--- src/rtl/edlo_sequencer_if.sv ---
// Datapath issue channel between edlo_sequencer and the ALU/memory-controller pair.
// The sequencer is master: it presents {dp_inst, dp_addr} with dp_valid; the datapath answers dp_ready.
interface edlo_sequencer_if #(
    parameter int ADDR_BITS = 4
);
    logic [3:0]           dp_inst;
    logic [ADDR_BITS-1:0] dp_addr;
    logic                 dp_valid;
    logic                 dp_ready;

    modport master (
        output dp_inst,
        output dp_addr,
        output dp_valid,
        input  dp_ready
    );

    modport slave (
        input  dp_inst,
        input  dp_addr,
        input  dp_valid,
        output dp_ready
    );
endinterface

--- src/rtl/edlo_sequencer.sv ---
// Program sequencer: runs a host-loaded 16-word program, issuing {inst, addr} operations
// to the datapath and handling JMP/HALT internally, with a stall timeout fault.
module edlo_sequencer #(
    parameter int PROG_BITS = 4,
    parameter int ADDR_BITS = 4,
    parameter int WAIT_MAX  = 8
) (
    input  logic                   clk,
    input  logic                   rst_n,
    input  logic                   load_en,
    input  logic [PROG_BITS-1:0]   load_addr,
    input  logic [3+ADDR_BITS:0]   load_data,
    input  logic                   start,
    input  logic                   stop,
    edlo_sequencer_if.master       dp,
    output logic [PROG_BITS-1:0]   pc,
    output logic                   running,
    output logic                   halted,
    output logic                   error
);
    localparam int unsigned DEPTH  = 2**PROG_BITS;
    localparam int          WORD_W = 4 + ADDR_BITS;
    localparam int          TMO_W  = $clog2(WAIT_MAX + 1);

    localparam logic [3:0]           OP_HALT  = 4'hF;
    localparam logic [3:0]           OP_JMP   = 4'hE;
    localparam logic [PROG_BITS-1:0] PC_LAST  = '1;
    localparam logic [TMO_W-1:0]     TMO_LAST = TMO_W'(WAIT_MAX - 1);

    typedef enum logic [2:0] {
        S_IDLE,
        S_FETCH,
        S_EXEC,
        S_HALTED,
        S_ERROR
    } state_e;

    state_e               state_q;
    logic [PROG_BITS-1:0] pc_q;
    logic [WORD_W-1:0]    ir_q;
    logic [TMO_W-1:0]     tmo_q;
    logic                 dp_valid_q;
    logic [3:0]           dp_inst_q;
    logic [ADDR_BITS-1:0] dp_addr_q;
    logic [WORD_W-1:0]    store_q [DEPTH];

    logic [WORD_W-1:0]    fetch_word;
    logic [3:0]           fetch_inst;
    logic [ADDR_BITS-1:0] fetch_addr;
    logic [3:0]           ir_inst;
    logic [ADDR_BITS-1:0] ir_addr;
    logic [PROG_BITS-1:0] jmp_pc;
    logic                 idle_state;

    always_comb begin
        fetch_word = store_q[pc_q];
        fetch_inst = fetch_word[WORD_W-1 -: 4];
        fetch_addr = fetch_word[ADDR_BITS-1:0];
        ir_inst    = ir_q[WORD_W-1 -: 4];
        ir_addr    = ir_q[ADDR_BITS-1:0];
        jmp_pc     = PROG_BITS'(ir_addr);
        idle_state = (state_q == S_IDLE) || (state_q == S_HALTED) || (state_q == S_ERROR);
    end

    // Writes are accepted only while no program is executing; reset refills with HALT.
    always_ff @(posedge clk) begin
        if (!rst_n) begin
            for (int unsigned i = 0; i < DEPTH; i++) begin
                store_q[i] <= '1;
            end
        end else if (load_en && idle_state) begin
            store_q[load_addr] <= load_data;
        end
    end

    always_ff @(posedge clk) begin
        if (!rst_n) begin
            state_q    <= S_IDLE;
            pc_q       <= '0;
            ir_q       <= '0;
            tmo_q      <= '0;
            dp_valid_q <= 1'b0;
            dp_inst_q  <= '0;
            dp_addr_q  <= '0;
        end else begin
            case (state_q)
                S_IDLE, S_HALTED, S_ERROR: begin
                    if (start && stop) begin
                        state_q <= S_HALTED;
                    end else if (start) begin
                        state_q <= S_FETCH;
                        pc_q    <= '0;
                        tmo_q   <= '0;
                    end
                end

                // Issue fields are registered here so dp_valid rises one edge after FETCH.
                S_FETCH: begin
                    if (stop) begin
                        state_q <= S_HALTED;
                    end else begin
                        ir_q    <= fetch_word;
                        tmo_q   <= '0;
                        state_q <= S_EXEC;
                        if ((fetch_inst != OP_HALT) && (fetch_inst != OP_JMP)) begin
                            dp_valid_q <= 1'b1;
                            dp_inst_q  <= fetch_inst;
                            dp_addr_q  <= fetch_addr;
                        end
                    end
                end

                S_EXEC: begin
                    if (stop) begin
                        state_q    <= S_HALTED;
                        dp_valid_q <= 1'b0;
                        dp_inst_q  <= '0;
                        dp_addr_q  <= '0;
                    end else if (ir_inst == OP_HALT) begin
                        state_q <= S_HALTED;
                    end else if (ir_inst == OP_JMP) begin
                        pc_q    <= jmp_pc;
                        state_q <= S_FETCH;
                    end else if (dp.dp_ready) begin
                        dp_valid_q <= 1'b0;
                        dp_inst_q  <= '0;
                        dp_addr_q  <= '0;
                        if (pc_q == PC_LAST) begin
                            state_q <= S_HALTED;
                        end else begin
                            pc_q    <= pc_q + 1'b1;
                            state_q <= S_FETCH;
                        end
                    end else if (tmo_q == TMO_LAST) begin
                        state_q    <= S_ERROR;
                        dp_valid_q <= 1'b0;
                        dp_inst_q  <= '0;
                        dp_addr_q  <= '0;
                    end else begin
                        tmo_q <= tmo_q + 1'b1;
                    end
                end

                default: begin
                    state_q <= S_IDLE;
                end
            endcase
        end
    end

    assign dp.dp_valid = dp_valid_q;
    assign dp.dp_inst  = dp_inst_q;
    assign dp.dp_addr  = dp_addr_q;
    assign pc          = pc_q;
    assign running     = (state_q == S_FETCH) || (state_q == S_EXEC);
    assign halted      = (state_q == S_HALTED);
    assign error       = (state_q == S_ERROR);
endmodule

--- src/flat_wrapper.sv ---
// flat-port wrapper written by rule: the top's interface ports become plain ports
module edlo_sequencer_flat 
#(
    parameter int PROG_BITS = 4,
    parameter int ADDR_BITS = 4,
    parameter int WAIT_MAX  = 8
)
  (clk, rst_n, load_en, load_addr, load_data, start, stop, pc, running, halted, error, dp_dp_inst, dp_dp_addr, dp_dp_valid, dp_dp_ready);
  edlo_sequencer_if #(.ADDR_BITS(ADDR_BITS)) dp_i ();
  input  logic clk;
  input  logic rst_n;
  input  logic load_en;
  input  logic [PROG_BITS-1:0] load_addr;
  input  logic [3+ADDR_BITS:0] load_data;
  input  logic start;
  input  logic stop;
  output logic [PROG_BITS-1:0] pc;
  output logic running;
  output logic halted;
  output logic error;
  output wire logic [$bits(dp_i.dp_inst)-1:0] dp_dp_inst;
  output wire logic [$bits(dp_i.dp_addr)-1:0] dp_dp_addr;
  output wire logic [$bits(dp_i.dp_valid)-1:0] dp_dp_valid;
  input wire logic [$bits(dp_i.dp_ready)-1:0] dp_dp_ready;
  assign dp_dp_inst = dp_i.dp_inst;
  assign dp_dp_addr = dp_i.dp_addr;
  assign dp_dp_valid = dp_i.dp_valid;
  assign dp_i.dp_ready = dp_dp_ready;
  edlo_sequencer #(.PROG_BITS(PROG_BITS), .ADDR_BITS(ADDR_BITS), .WAIT_MAX(WAIT_MAX)) u_core (.clk(clk), .rst_n(rst_n), .load_en(load_en), .load_addr(load_addr), .load_data(load_data), .start(start), .stop(stop), .dp(dp_i), .pc(pc), .running(running), .halted(halted), .error(error));
endmodule
--- config.mk ---
export PLATFORM = sky130hd
export DESIGN_NAME = edlo_sequencer_flat
export DESIGN_NICKNAME = d
export VERILOG_FILES = /design/src/rtl/edlo_sequencer_if.sv /design/src/rtl/edlo_sequencer.sv /design/src/flat_wrapper.sv
export SDC_FILE = /design/constraint.sdc
export NUM_CORES = 1
export LEC_CHECK = 0
export ABC_AREA = 1
export CAP_MARGIN = 25
export CORE_UTILIZATION = 50
export CTS_BUF_LIST = sky130_fd_sc_hd__clkbuf_8
export CTS_CLUSTER_SIZE = 28
export DETAILED_ROUTE_END_ITERATION = 6
export HOLD_SLACK_MARGIN = 0.15
export PLACE_DENSITY = 0.68
export SLEW_MARGIN = 20
export SYNTH_ARGS = -nofsm -noshare
export SYNTH_HDL_FRONTEND = slang
export SYNTH_SLANG_ARGS = --single-unit
--- constraint.sdc ---
create_clock -name clk -period 4 [get_ports clk]
set_input_delay 0.8 -clock clk [delete_from_list [all_inputs] [get_ports clk]]
set_output_delay 0.8 -clock clk [all_outputs]
set_load 0.02 [all_outputs]
==> implementation parameters, run 1 <==
Parameter                              Value

Yosys
  Number of synthesized flops with an enable pin ... ~130
  Cell area after technology mapping ... 7640 µm²
  Gate count after technology mapping ... 826
  Synthesis warning total ... 0
  Dominant combinational cell family by area after synthesis ... simple AND/OR/NAND/NOR gates
  Cells taking the most area after synthesis ... sky130_fd_sc_hd__edfxtp_1, sky130_fd_sc_hd__nand2_1, sky130_fd_sc_hd__dfxtp_1
  Compound-cell area share of the yosys netlist ... 10.1%
  Portion of the post-synthesis area used by sequential elements ... 58.7%
  Largest area contributor in the netlist ... sky130_fd_sc_hd__edfxtp_1
  Xor and xnor area share after synthesis ... 0.344%
  Most frequently used cell type in the post-synthesis netlist ... sky130_fd_sc_hd__nand2_1
  Synth cell count leaders ... sky130_fd_sc_hd__nand2_1, sky130_fd_sc_hd__edfxtp_1, sky130_fd_sc_hd__inv_1
  Ys flop type ... sky130_fd_sc_hd__edfxtp_1
  Synth unique cells ... 37
  Post-synthesis sequential element count ... 160
  Post-synthesis share of cell area spent on full adders, half adders and majority gates ... less than 1%
  Mapped Nets ... about 850
  Share of synthesized area spent on multiplexers ... 0%
  Share of synthesized flip-flops with an asynchronous set or reset ... 0%
  Mean Syn Cell Area ... 9.25 µm²
  Fraction of post-synthesis cell area in the top cell type by area ... between 50% and 60%
  Simple-Gate Fraction of Synth Area ... 23.7%

Detailed routing
  Total iterations of the first detailed-routing run ... 7
  Starting DRT DRC Count ... approximately 530
  Final antenna-violating net count ... 0
  Post-detailed-route DRC marker count ... 3
  Per-cell routed wire length ... 17.5 µm
  Via count ... 5795
  Routed via count divided by cell count ... 5.57
  Total detailed-routing wirelength ... about 18000 µm

Critical path
  List of cells traversed by the critical path ... nand2_2 -> nor2_4 -> inv_2 -> nand2_2 -> clkdlybuf4s50_1
  Capture point of the worst reg-to-reg path ... u_core.dp.dp_addr[1]$_SDFFE_PN0P_
  Crit end category ... output port
  Worst stage delay on the critical path ... 600 ps
  Worst Path Class, Setup ... flop to output port
  Count of buffer and inverter cells on the critical path ... 2
  Highest-delay cell along the critical path ... sky130_fd_sc_hd__clkdlybuf4s50_1
  Reg2Reg Depth ... 12
  R2R Setup Slk ... 1520 ps
  Launching element type of the critical path ... flop
  Critical path fanouts, max ... 17
  Most prevalent standard cell on the critical path ... sky130_fd_sc_hd__nand2_2
  Top cell family by delay on the critical path ... buffers and inverters
  Arrival time at the worst endpoint ... ~2200 ps
  Data required time of the critical path ... 3200 ps

Timing
  Worst slew margin relative to its limit ... between 30% and 40%
  Final critical delay including setup and external delays ... 2970 ps
  Final worst clock skew ... 13.2 ps
  Share of the clock period used by the worst path ... 74.3%
  Final slew viol count ... 0
  Transition time of the tightest slew-check pin ... between 900 and 1000 ps
  Final Hold Viols ... 0
  Setup total negative slack ... 0 ps
  Highest clock frequency the design can meet ... around 340 MHz
  Final hold slack ... 491 ps
  Unrepaired setup endpoints after global routing ... no
  Final setup vio count ... 0

Placed design
  HPWL after detailed placement ... 12300 µm
  Port Buffers ... 33
  Weighted congestion at the end of routability-driven global placement ... around 0.85
  Placed inst area ... ~8100 µm²

Finish
  Area growth from synthesis to layout ... 9.87%
  Fraction of final layout cells sized beyond drive strength 1 ... 7.70%
  Post-route cell area ... 8400 µm²
  Net total in the final layout ... around 860
  Final cell utilization of the core ... 57.1%
  Number of diodes added for antenna fixing ... 0
  Fill cells ... 1288

Run status
  Status ... finished with violations
  Violations in the final reports ... design-rule violations

Power
  Maximum ir drop on the vdd rail ... 287 µV
  Overall power ... 4.57 mW
  Total power per unit cell area ... 544 nW/µm²
  LEAKAGE ... between 2 and 3 nW

Global routing
  Number of global-route vias before repair ... 5537
  Global-route usage over all layers ... 24.5%
  Total congestion overflow after global routing ... 0
  Antenna violations before repair ... 0
  Global-route wire length before repair ... 29000 µm
  Maximum number of pins on one net before global-route repair ... 75

Die
  Vert. Die Dim ... between 100 and 150 µm
  Placeable core area ... 14700 µm²
  X dimension of the die ... around 130 µm
  FP Rows ... 44
  Initial Utilization ... 52.0%
  Die outline area ... 15800 µm²
  Top-level port count ... 34

Min path
  Worst hold-check path type ... flop to flop
  End point of the most critical hold path ... u_core.dp.dp_addr[3]$_SDFFE_PN0P_
  Worst hold path stage count ... 2
  Startpoint of the tightest hold check path ... u_core.dp.dp_addr[3]$_SDFFE_PN0P_

Clocking
  Worst skew pair latency ... 460 ps
  Post-CTS Resized ... 0
  TritonCTS clock tree ... built
  Post-CTS clock slew at the launch and capture registers of the worst setup and hold paths ... around 70 ps
  Number of buffers inserted by hold repair at cts ... 0
  Number of buffers inserted during clock tree synthesis ... 17
  Max clock buf depth ... 2
  Sinks on the clock net ... 160
  Clock Tree Root ... sky130_fd_sc_hd__clkbuf_8
  CTS H-Tree Depth ... 4
  Number of post-CTS setup repair buffers ... 0

Run
  Max-capacitance violation count ... 0
worst min-delay path: cells and delay by family (launching register included):
kind	cells	cell delay [ps]
flip-flops	1	320
AND/OR/NAND/NOR	1	70
AO/OA/AOI/OAI	1	60
worst max path at each step:
stage / slack [ps] / depth (start not counted) / start / end
2_1_floorplan: 1720 / 4 / load_addr[0] / u_core.store_q[12][0]$_SDFFCE_PN1P_
3_3_place_gp: 1100 / 5 / rst_n / u_core.store_q[8][6]$_SDFFCE_PN1P_
3_5_place_dp: 1010 / 5 / rst_n / u_core.store_q[11][1]$_SDFFCE_PN1P_
4_1_cts: 1000 / 5 / u_core.state_q[1]$_SDFFE_PN0P_ / running
5_1_grt: 880 / 5 / u_core.state_q[1]$_SDFFE_PN0P_ / running
6_report: 1030 / 5 / u_core.state_q[1]$_SDFFE_PN0P_ / running
area by class of cell:
cell class | count | area, µm² | area share [%]
clock buffers | 19 | 262 | 3.11
flip-flops and latches | 160 | 4490 | 53.4
repair buffers | 37 | 360 | 4.29
clock inverters | 13 | 83.8 | 0.998
well taps | 184 | 230 | 2.74
inverters | 90 | 340 | 4.05
multi-input cells | 538 | 2640 | 31.4
layout by cell type, fill, tap and decap left out, drive strengths merged:
cell / netlist / routed
nand2: 233 / 233
edfxtp: 128 / 128
inv: 90 / 97
nor2: 73 / 73
o21ai: 67 / 67
nand3: 59 / 59
a21oi: 48 / 48
clkdlybuf4s50: 0 / 33
dfxtp: 32 / 32
o211ai: 20 / 20
clkbuf: 19 / 19
nor3: 12 / 12
or2: 10 / 10
clkinv: 0 / 5
buf: 19 / 4
a31oi: 3 / 3
xor2: 3 / 3
ha: 2 / 2
nor3b: 2 / 2
nand4: 1 / 1
o21bai: 1 / 1
o22ai: 1 / 1
a22oi: 1 / 1
nand3b: 1 / 1
a211oi: 1 / 1
bufinv: 0 / 1
routing by layer:
| metal | track usage, % | wire length [µm] | part of all wire, % | vias to the layer above |
|---|---|---|---|---|
| li1 | - | - | - | 2793 |
| met2 | 40.8 | 8910 | 49 | 227 |
| met1 | 31.8 | 7510 | 41 | 2743 |
| met4 | 10.4 | 496 | 2.7 | 0 |
| met5 | 0 | 0 | 0 | - |
| met3 | 4.42 | 1300 | 7.1 | 32 |
sequential cells by signal, indices dropped and copies added, names as in the netlist, named ones only:
signal,count
u_core.dp.dp_inst,4
u_core.dp.dp_addr,4
u_core.tmo_q,4
u_core.pc,4
u_core.ir_q,8
u_core.store_q,128
u_core.state_q,3
u_core.dp.dp_valid,1
stage by stage:
step	setup slack [ps]	cells
2_1_floorplan	1720	826
3_3_place_gp	1100	1009
3_5_place_dp	1010	1009
4_1_cts	1000	1041
5_1_grt	878	1041
6_report	1030	1041
logic make-up after synthesis:
group / Yosys count
AOI/OAI and AO/OA: 142
DFF: 160
xor gates and xnor gates: 3
and+or+nand+nor: 391
buffers and inverters: 128
adders and majority gates: 2
power breakdown:
group          internal (mW)  total (mW)  switching, mW
logic                  0.495        1.54           1.04
clock network          0.505        1.06          0.557
registers               1.90        1.97         0.0677
total                   2.90        4.57           1.67
(Power assumes the default switching activity.)
==> run 2: changes to the inputs <==
Settings changed: PLACE_DENSITY 0.68 to 0.7.
Clock period 4 ns to 2.7 ns, I/O delays scaled along.
==> run 2 against run 1 <==
  * Sequential power rose by 48%
  * Critical endpoint unchanged
  * Power rose by 48%
  * The flow still finishes with violations (design-rule violations)
  * Clock skew fell by 3.1 ps
  * Routed wire length fell by 1.3%
  * Sequential cell count did not move
  * Largest power group unchanged
  * Critical path depth fell by 2
==> implementation parameters, run 2 (same netlist as run 1, synthesis figures left out) <==
Parameter                              Value

Finish
  Final cell utilization of the core ... 58.5% (+1.4 points)
  Largest registers ... u_core.store_q (128), u_core.ir_q (8)
  Post-route cell area ... 8600 µm² (+2.4%)
  Most frequent cells in the layout ... sky130_fd_sc_hd__nand2_1, sky130_fd_sc_hd__edfxtp_1, sky130_fd_sc_hd__inv_1
  Final instance count without filler cells ... 1066 (+2.4%)
  Net total in the final layout ... 890 (+3.0%)
  Leading cell type in the layout, fill and taps excluded ... sky130_fd_sc_hd__nand2_1
  Register ranked first by flip-flop count ... u_core.store_q
  Area growth from synthesis to layout ... 12.6%
  Number of flip-flops under the largest register name ... 128 (unchanged)
  Fill cells ... 1264 (-1.9%)
  Number of diodes added for antenna fixing ... 0 (unchanged)
  Fraction of final layout cells sized beyond drive strength 1 ... 10.7% (+3.0 points)

Timing
  Share of the clock period used by the worst path ... 90.2%
  Setup total negative slack ... 0 ps (unchanged)
  Final setup vio count ... 0 (unchanged)
  Final critical delay including setup and external delays ... 2440 ps
  Highest clock frequency the design can meet ... 411 MHz
  Final slew viol count ... 0 (unchanged)
  Final Hold Viols ... 0 (unchanged)
  Transition time of the tightest slew-check pin ... 775 ps (-196 ps)
  Final worst clock skew ... 10.1 ps (-3.06 ps)
  Worst slew margin relative to its limit ... 48.3% (+13 points)
  Unrepaired setup endpoints after global routing ... no

Critical path
  Crit end category ... output port
  List of cells traversed by the critical path ... nand3_1 -> nand2_2 -> clkdlybuf4s50_1
  Launching element type of the critical path ... flop
  Worst stage delay on the critical path ... 600 ps (about the same)
  Count of buffer and inverter cells on the critical path ... 1 (-1)
  Highest-delay cell along the critical path ... sky130_fd_sc_hd__clkdlybuf4s50_1
  Worst Path Class, Setup ... flop to output port
  Critical path fanouts, max ... 6 (-11)
  Data required time of the critical path ... 2160 ps (-1040 ps)
  R2R Setup Slk ... 610 ps (-910 ps)
  Critical register-to-register path startpoint ... u_core.state_q[0]$_SDFFE_PN0P_
  Arrival time at the worst endpoint ... 1900 ps (-270 ps)
  Crit path launch ... u_core.state_q[0]$_SDFFE_PN0P_
  Top cell family by delay on the critical path ... buffers and inverters

Power
  Maximum ir drop on the vdd rail ... 301 µV (+5.0%)
  LEAKAGE ... 3.01 nW (+2.9%)
  Total power per unit cell area ... 786 nW/µm² (+44%)

Placed design
  Weighted congestion at the end of routability-driven global placement ... 0.882 (+3.4%)
  Placed inst area ... 8270 µm² (+2.7%)
  HPWL after detailed placement ... 12200 µm (-0.26%)
  Cell count after placement ... 1035 (+2.6%)
  Port Buffers ... 33 (unchanged)

Global routing
  Maximum number of pins on one net before global-route repair ... 75 (unchanged)
  Antenna violations before repair ... 0 (unchanged)
  Global-route wire length before repair ... 28600 µm (-1.4%)
  Total congestion overflow after global routing ... 0 (unchanged)
  Global-route usage over all layers ... 24.1% (-0.49 points)
  Number of global-route vias before repair ... 5667 (+2.3%)

Run status
  Violations in the final reports ... design-rule violations
  Status ... finished with violations

Detailed routing
  Final antenna-violating net count ... 0 (unchanged)
  Post-detailed-route DRC marker count ... 5 (+2)
  Via count ... 5841 (+0.79%)
  Per-cell routed wire length ... 16.9 µm (-3.7%)
  Routed via count divided by cell count ... 5.48 (-1.6%)
  Total iterations of the first detailed-routing run ... 7 (unchanged)
  Total detailed-routing wirelength ... 18000 µm (-1.3%)
  Starting DRT DRC Count ... 516 (-1.9%)

Die
  Vert. Die Dim ... 126 µm (unchanged)
  FP Rows ... 44 (unchanged)
  X dimension of the die ... 126 µm (unchanged)
  Die outline area ... 15800 µm² (unchanged)
  Placeable core area ... 14700 µm² (unchanged)
  Top-level port count ... 34 (unchanged)
  Initial Utilization ... 52.0% (unchanged)

Clocking
  Post-CTS clock slew at the launch and capture registers of the worst setup and hold paths ... 80 ps (about the same)
  Clock Tree Root ... sky130_fd_sc_hd__clkbuf_8
  Number of buffers inserted during clock tree synthesis ... 17 (unchanged)
  CTS H-Tree Depth ... 4 (unchanged)
  Number of post-CTS setup repair buffers ... 0 (unchanged)
  Max clock buf depth ... 2 (unchanged)
  Number of buffers inserted by hold repair at cts ... 0 (unchanged)
  Sinks on the clock net ... 160 (unchanged)
  Worst skew pair latency ... 450 ps (about the same)
  TritonCTS clock tree ... built
  Post-CTS Resized ... 0 (unchanged)

Min path
  Worst hold-check path type ... flop to flop
  Startpoint of the tightest hold check path ... u_core.dp.dp_inst[0]$_SDFFE_PN0P_

Run
  Max-capacitance violation count ... 0 (unchanged)
## run 2: changes by cell type in the layout (fill, tap and decap cells not counted)
cell	before	now
sky130_fd_sc_hd__buf_12	0	2
sky130_fd_sc_hd__clkinvlp_4	0	6
sky130_fd_sc_hd__inv_4	2	1
sky130_fd_sc_hd__clkinv_1	0	2
sky130_fd_sc_hd__inv_1	90	85
sky130_fd_sc_hd__clkbuf_8	19	17
sky130_fd_sc_hd__buf_4	4	28
sky130_fd_sc_hd__clkinv_4	0	3
sky130_fd_sc_hd__inv_6	0	1
sky130_fd_sc_hd__clkinv_2	5	1
sky130_fd_sc_hd__bufinv_16	1	0
## run 2: metrics by stage
stage,total power [mW],hold slack (ps),setup slack (ps)
finish,6.76,495,265
global route,7.09,525,185
CTS,6.75,492,262
detailed placement,5.29,468,315
global placement,5.26,454,341
floorplan,4.55,470,492
## run 2: final cells by class
class,instances,area (µm²),area share [%]
Clock buffer,17,234,2.72
Clock inverter,14,96.3,1.12
Inverter,90,340,3.96
Multi-Input combinational cell,538,2640,30.6
Sequential cell,160,4490,52.1
Tap cell,184,230,2.68
Timing Repair Buffer,63,581,6.75
## run 2: power breakdown
group | total [mW] | switching, mW | leakage (nW) | internal (mW)
Clock | 1.49 | 0.870 | 0.152 | 0.621
Sequential | 2.92 | 0.106 | 1.14 | 2.81
Combinational | 2.35 | 1.56 | 1.72 | 0.790
Total | 6.76 | 2.54 | 3.01 | 4.22
## run 2: layer usage
metal	share of wire [%]	up-vias	wire length (µm)	GRT usage, %
li1	-	2840	-	-
met1	41	2731	7370	30.0
met2	48	229	8590	39.5
met3	7.6	41	1370	5.27
met4	3.5	0	637	12.5
met5	0	-	0	0
## run 2: final timing paths
check                           cells past startpoint                                  to
worst max-delay path                                3                             running
worst min-delay path                                2   u_core.dp.dp_inst[0]$_SDFFE_PN0P_
worst max register to register                      9  u_core.store_q[8][0]$_SDFFCE_PN1P_
worst min register to register                      2   u_core.dp.dp_inst[0]$_SDFFE_PN0P_
## run 2: worst register-to-register path: stages, from the launching register on
cell and delay [ps]:
sky130_fd_sc_hd__dfxtp_1 460, sky130_fd_sc_hd__inv_1 80, sky130_fd_sc_hd__nor2_2 130, sky130_fd_sc_hd__nor2_1 90, sky130_fd_sc_hd__inv_2 110, sky130_fd_sc_hd__nand3_4 260, sky130_fd_sc_hd__inv_4 180, sky130_fd_sc_hd__nand2_4 130
sky130_fd_sc_hd__o21ai_1 180, sky130_fd_sc_hd__buf_4 190
==> run 3: changes to the inputs <==
Clock period 2.7 ns to 2 ns, I/O delays scaled along.
==> run 3 against run 2 <==
  * The run still ends with design-rule violations left
  * Sequential share of layout area fell by 2.1 points
  * Routed wire length increased by 6.1%
  * Non-clock buffer count increased by 28
  * Clock power up 48%
  * Global-route usage increased by 1.1 points
  * Highest routed layer unchanged
==> implementation parameters, run 3 (same netlist as run 1, synthesis figures left out) <==
Parameter                              Value

Run status
  Status ... finished with violations
  Violations in the final reports ... design-rule violations

Die
  Initial Utilization ... 52.0% (unchanged)
  Vert. Die Dim ... 126 µm (unchanged)
  Placeable core area ... 14700 µm² (unchanged)
  Top-level port count ... 34 (unchanged)
  Die outline area ... 15800 µm² (unchanged)
  FP Rows ... 44 (unchanged)
  X dimension of the die ... 126 µm (unchanged)

Critical path
  Critical path fanouts, max ... 21 (+15)
  Capture point of the worst reg-to-reg path ... u_core.dp.dp_addr[2]$_SDFFE_PN0P_
  Launching element type of the critical path ... flop
  Worst Path Class, Setup ... flop to flop
  Data required time of the critical path ... 2390 ps (+230 ps)
  R2R Setup Slk ... 90 ps (-520 ps)
  Crit end category ... flop
  Arrival time at the worst endpoint ... 2300 ps (+400 ps)
  Reg2Reg Depth ... 12 (+3)

Detailed routing
  Starting DRT DRC Count ... 498 (-3.5%)
  Via count ... 6050 (+3.6%)
  Final antenna-violating net count ... 0 (unchanged)
  Post-detailed-route DRC marker count ... 6 (+1)
  Total iterations of the first detailed-routing run ... 7 (unchanged)
  Total detailed-routing wirelength ... 19100 µm (+6.1%)
  Per-cell routed wire length ... 17.4 µm (+3.5%)
  Routed via count divided by cell count ... 5.54 (+1.0%)

Placed design
  Port Buffers ... 33 (unchanged)
  Weighted congestion at the end of routability-driven global placement ... 0.877 (-0.63%)
  Pre-CTS setup slack ... -84.4 ps (-399 ps)
  HPWL after detailed placement ... 13000 µm (+6.1%)

Global routing
  Total congestion overflow after global routing ... 0 (unchanged)
  Maximum number of pins on one net before global-route repair ... 43 (-43%)
  Global-route usage over all layers ... 25.1% (+1.1 points)
  Number of global-route vias before repair ... 5938 (+4.8%)
  Antenna violations before repair ... 0 (unchanged)
  Global-route wire length before repair ... 29800 µm (+3.9%)

Clocking
  Post-CTS clock slew at the launch and capture registers of the worst setup and hold paths ... 80 ps (about the same)
  Sinks on the clock net ... 160 (unchanged)
  Clock Tree Root ... sky130_fd_sc_hd__clkbuf_8
  Max clock buf depth ... 2 (unchanged)
  Worst skew pair latency ... 470 ps (+20 ps)
  CTS H-Tree Depth ... 4 (unchanged)
  Number of buffers inserted during clock tree synthesis ... 17 (unchanged)
  TritonCTS clock tree ... built

Finish
  Most frequent cells in the layout ... sky130_fd_sc_hd__nand2_1, sky130_fd_sc_hd__edfxtp_1, sky130_fd_sc_hd__inv_1
  Leading cell type in the layout, fill and taps excluded ... sky130_fd_sc_hd__nand2_1
  Fraction of final layout cells sized beyond drive strength 1 ... 15.6% (+5.0 points)
  Area growth from synthesis to layout ... 17.5%
  Number of flip-flops under the largest register name ... 128 (unchanged)
  Largest registers ... u_core.store_q (128), u_core.ir_q (8)
  Net total in the final layout ... 918 (+3.1%)
  Register ranked first by flip-flop count ... u_core.store_q
  Number of diodes added for antenna fixing ... 0 (unchanged)

Timing
  Final slew viol count ... 0 (unchanged)
  Final Hold Viols ... 0 (unchanged)
  Highest clock frequency the design can meet ... between 500 and 600 MHz
  Final worst clock skew ... 11.1 ps (+1.02 ps)
  Final Worst Setup Slack ... 93.5 ps (-171 ps)
  Transition time of the tightest slew-check pin ... 394 ps (-381 ps)
  Final critical delay including setup and external delays ... 1910 ps
  Final setup vio count ... 0 (unchanged)
  Share of the clock period used by the worst path ... between 90 and 100%
  Final hold slack ... 492 ps (-2.42 ps)
  Worst slew margin relative to its limit ... 73.7% (+25 points)
  Unrepaired setup endpoints after global routing ... yes

Power
  Total power per unit cell area ... 1070 nW/µm² (+36%)
  Power spent charging and discharging nets ... 3.52 mW (+39%)
  LEAKAGE ... 3.23 nW (+7.5%)
  Sequential cell fraction of total power ... 41.2% (-2.0 points)
  Internal power component ... 6.11 mW (+45%)
  Maximum ir drop on the vdd rail ... 474 µV (+58%)
  Switching portion of total power ... 36.5% (-0.97 points)
  Clock network power share ... 23.0% (+0.9 points)
  Proportion of power drawn by combinational gates ... 35.8% (+1.1 points)

Min path
  End point of the most critical hold path ... u_core.dp.dp_inst[1]$_SDFFE_PN0P_
  Startpoint of the tightest hold check path ... u_core.dp.dp_inst[1]$_SDFFE_PN0P_
  Worst hold-check path type ... flop to flop
  Worst hold path stage count ... 2 (unchanged)

Run
  Max-capacitance violation count ... 0 (unchanged)
## run 3: final cells by class
class | instances | area, µm²
Fill cell | 1234 | 5720
Sequential cell | 160 | 4490
Multi-Input combinational cell | 538 | 2710
Timing Repair Buffer | 91 | 851
Inverter | 90 | 340
Clock buffer | 17 | 234
Tap cell | 184 | 230
Clock inverter | 13 | 126
## run 3: metal layers
| layer | global-route usage, % | routed length [µm] |
|---|---|---|
| met2 | 42.7 | 9530 |
| met3 | 5.10 | 1290 |
| met4 | 12.1 | 629 |
| met5 | 0 | 0 |
| met1 | 30.7 | 7620 |
## run 3: per-stage QoR
| stage | util [%] | instance area, µm² | power [mW] | std cells | setup TNS, ps |
|---|---|---|---|---|---|
| global placement | 58.2 | 8560 | 7.24 | 1060 | 0 |
| CTS | 60.7 | 8920 | 9.49 | 1090 | 0 |
| detailed placement | 58.2 | 8560 | 7.33 | 1060 | -783 |
| finish | 61.1 | 8980 | 9.62 | 1093 | 0 |
| floorplan | - | 7690 | 6.16 | 826 | -3110 |
| global route | 61.1 | 8980 | 10.1 | 1093 | -56.4 |
## run 3: how the worst max path moves through the flow
stage	startpoint	to	slack (ps)	cells after the start
floorplan	u_core.state_q[0]$_SDFFE_PN0P_	u_core.store_q[11][0]$_SDFFCE_PN1P_	-50	8
detailed placement	dp_dp_ready	u_core.tmo_q[1]$_SDFFE_PN0P_	-80	7
global placement	load_addr[1]	u_core.store_q[10][5]$_SDFFCE_PN1P_	2	5
global route	flop	u_core.dp.dp_inst[2]$_SDFFE_PN0P_	-40	13
finish	flop	u_core.dp.dp_addr[2]$_SDFFE_PN0P_	90	12
CTS	flop	u_core.dp.dp_addr[2]$_SDFFE_PN0P_	30	13
## run 3: power by group through the flow
stage	sequential, mW	combinational [mW]	clock, mW
after global placement	4.03	3.22	0
after detailed placement	4.03	3.30	0
after CTS	3.96	3.30	2.23
after global routing	3.99	3.76	2.35
final	3.96	3.45	2.21
after floorplan	4.11	2.05	0
## run 3: timing repair
item	CTS	global route
hold buffers	0	0
pin swaps	0	2
setup buffers	0	2
setup endpoints to repair	3	11
cloned	0	1
gates resized for setup	6	9
## run 3: critical path, cell delays in order, from the launching register on
cell and delay (ps):
sky130_fd_sc_hd__dfxtp_4 380, sky130_fd_sc_hd__inv_2 140, sky130_fd_sc_hd__buf_12 180, sky130_fd_sc_hd__nand2_1 60
sky130_fd_sc_hd__nand3_1 90, sky130_fd_sc_hd__nand3_1 140, sky130_fd_sc_hd__nand3_1 170, sky130_fd_sc_hd__nand2_1 110
sky130_fd_sc_hd__nand2_2 120, sky130_fd_sc_hd__nand2_4 100, sky130_fd_sc_hd__nand2_4 130, sky130_fd_sc_hd__nand2_1 60
sky130_fd_sc_hd__a21oi_1 120
==> RTL edit, RTL diff (config.mk and constraints of run 3) <==
`ADDR_BITS` is set to 4 in 3 places; all go to 2.
--- a/src/rtl/edlo_sequencer_if.sv
+++ b/src/rtl/edlo_sequencer_if.sv
@@ -2,5 +2,5 @@
 // The sequencer is master: it presents {dp_inst, dp_addr} with dp_valid; the datapath answers dp_ready.
 interface edlo_sequencer_if #(
-    parameter int ADDR_BITS = 4
+    parameter int ADDR_BITS = 2
 );
     logic [3:0]           dp_inst;
--- a/src/rtl/edlo_sequencer.sv
+++ b/src/rtl/edlo_sequencer.sv
@@ -3,5 +3,5 @@
 module edlo_sequencer #(
     parameter int PROG_BITS = 4,
-    parameter int ADDR_BITS = 4,
+    parameter int ADDR_BITS = 2,
     parameter int WAIT_MAX  = 8
 ) (
--- a/src/flat_wrapper.sv
+++ b/src/flat_wrapper.sv
@@ -3,5 +3,5 @@
 #(
     parameter int PROG_BITS = 4,
-    parameter int ADDR_BITS = 4,
+    parameter int ADDR_BITS = 2,
     parameter int WAIT_MAX  = 8
 )
Interface: changed (resized dp_dp_addr and load_data); port bits go from 34 to 30. The function was not compared with the original's and may differ.
==> RTL edit against run 3 <==
- sequential cell count shrank 36
- cell area decreased by 20%
- sequential power is 24% lower
- area after synthesis is 23% lower
- register-to-register slack improved by 0.06 ns
- sequential share of layout area shrank 2.0 points
- total power fell by 28%
- count of clock-buffer cells in the layout is the same
- combinational power down 49%
- wire length down 25%
- global-route usage down 1.2 points
- worst setup slack gained 0.012 ns
- largest power group unchanged
- highest routed layer unchanged
==> RTL edit: results (changes against run 3) <==
- Status: completed (was finished with violations)
- GP Congestion: 0.8756 (was 0.8768)
- Synth Flop Type: edfxtp_1 (unchanged)
- Worst setup path endpoint: running (was u_core.dp.dp_addr[2]$_SDFFE_PN0P_)
- First-pass GRT wire length: 22.50 mm (was 29.77 mm)
- Top Registers: u_core.store_q: 96 flops, u_core.ir_q: 6 flops (was u_core.store_q: 128 flops, u_core.ir_q: 8 flops)
- CP max stage delay: 0.34 ns (was 0.38 ns)
- H-tree levels: 4 (unchanged)
- Crit path DAT: 1.49 ns (was 2.30 ns)
- FF-to-FF Start: u_core.state_q[1]$_SDFFE_PN0P_
- Worst-path fanout max: 10 (was 21)
- Worst Hold End: u_core.dp.dp_inst[1]$_SDFFE_PN0P_ (unchanged)
- Vias in the first global route: 4705 (was 5938)
- Final Hold Viols: 0 (unchanged)
- DR vias: 4883 (was 6050)
- Worst-path clk slew: ~0.070 ns
- Fillers: 941 (was 1234)
- Layout cells sized above 1: 0.1532 (was 0.1562)
- R2r setup slk: 0.15 ns (was 0.09 ns)
- Avg WL per Cell: 15.75 um (was 17.44 um)
- Post CTS Setup Buffer Count: 0 (unchanged)
- Worst hold path cell count: 2 (unchanged)
- Design area: 7184 um2 (was 8981 um2)
- Hold_ws: 0.4864 ns (was 0.4921 ns)
- Unique cell type count in the Yosys netlist: 34 (was 37)
- Pleak: 2.701 nW (was 3.235 nW)
- Inserted Clock Buffers: 17 (unchanged)
- Register area share after synthesis: 0.5843 (was 0.5867)
- Fin crit period: 1.895 ns (was 1.907 ns)
- R2R depth: 8 (was 12)
- Hpwl dp: 9.734 mm (was 12.97 mm)
- Port buffer count: 29 (was 33)
- Area contributors post-synth: edfxtp_1, nand2_1, dfxtp_1 (unchanged)
- Slowest-stage cell, CP: dfxtp_2 (was dfxtp_4)
- Tightest Pin Transition: 0.4656 ns (was 0.3936 ns)
- EDFF count, synth: 96 (was 128)
- # nets final: 775 (was 918)
- Synth top cells by count: nand2_1, edfxtp_1, inv_1 (unchanged)
- Post-Route WL: 14.38 mm (was 19.06 mm)
- Mean post-synth cell area: 8.783 um2 (was 9.254 um2)
- VDD IR max: 707.9 uV (was 474.4 uV)
- Drt first pass iters: 5 (was 7)
- Worst R2R End: u_core.store_q[2][4]$_SDFFCE_PN1P_ (was u_core.dp.dp_addr[2]$_SDFFE_PN0P_)
- Synthesized Nets: 689 (was 846)
- Initial antenna violation count: 0 (unchanged)
- Cell family with most CP delay: buffers and inverters (was simple AND/OR/NAND/NOR gates)
- Initial DRC count: 389 (was 498)
- CP startpoint: u_core.state_q[2]$_SDFFE_PN0P_
- Final Skew: 0.006119 ns (was 0.01115 ns)
- DP Cell Count: 879 (was 1060)
- GRT Total Usage: 0.2396 (was 0.2513)
- Post-DP Area: 6719 um2 (was 8561 um2)
- Largest net degree at the start of global routing: 55 (was 43)
- Min-Delay Startpoint: u_core.dp.dp_inst[1]$_SDFFE_PN0P_ (unchanged)
- Yosys warns: 0 (unchanged)
- Post-place setup slack: -0.1410 ns (was -0.08439 ns)
- Clk_lat worst skew: 0.44 ns (was 0.47 ns)
==> RTL edit: cell count changes after synthesis, sizes merged, moves of 2 or more <==
cell,run 3,this run
inv,90,84
clkbuf,19,15
buf,19,11
edfxtp,128,96
nor3,12,7
a21oi,48,26
o21ai,67,62
nand2,233,197
o211ai,20,11
or2,10,1
nor2,73,57
nor3b,2,4
xor2,3,1
dfxtp,32,28
==> RTL edit: logic make-up (layout without fill, tap and decap cells) <==
group / after synthesis / count (layout) / share of synthesized area
flip-flops: 124 / 124 / 0.5843
AND/OR/NAND/NOR: 326 / 326 / 0.2325
AO/OA/AOI/OAI: 108 / 108 / 0.1008
buffers and inverters: 110 / 209 / 0.07664
XOR/XNOR: 1 / 1 / 0.001486
adder cells (fa/ha/maj): 2 / 2 / 0.004246
==> RTL edit: what timing repair did <==
item / in CTS / in global routing
resized for setup: 8 / 14
endpoints found under the setup margin: 3 / 150
cloned: 0 / 2
==> RTL edit: where the power goes <==
part           switching, mW  total [mW]  internal [mW]
Combinational           1.06        1.75          0.688
Sequential            0.0973        3.00           2.90
Clock                  0.978        2.18           1.20
==> RTL edit: metal layers <==
| layer | vias to the layer above | track usage | part of all wire |
|---|---|---|---|
| met2 | 213 | 0.4017 | 0.49 |
| met4 | 0 | 0.1129 | 0.029 |
| met1 | 2237 | 0.2828 | 0.40 |
| met5 | - | 0 | 0 |
| li1 | 2396 | - | - |
| met3 | 37 | 0.06970 | 0.073 |
==> RTL edit: final cells by class <==
| class | count | area share |
|---|---|---|
| Clock buffer | 17 | 0.03257 |
| Clock inverter | 15 | 0.02177 |
| Inverter | 84 | 0.04458 |
| Multi-Input combinational cell | 437 | 0.2809 |
| Sequential cell | 124 | 0.4800 |
| Tap cell | 143 | 0.02490 |
| Timing Repair Buffer | 93 | 0.1153 |
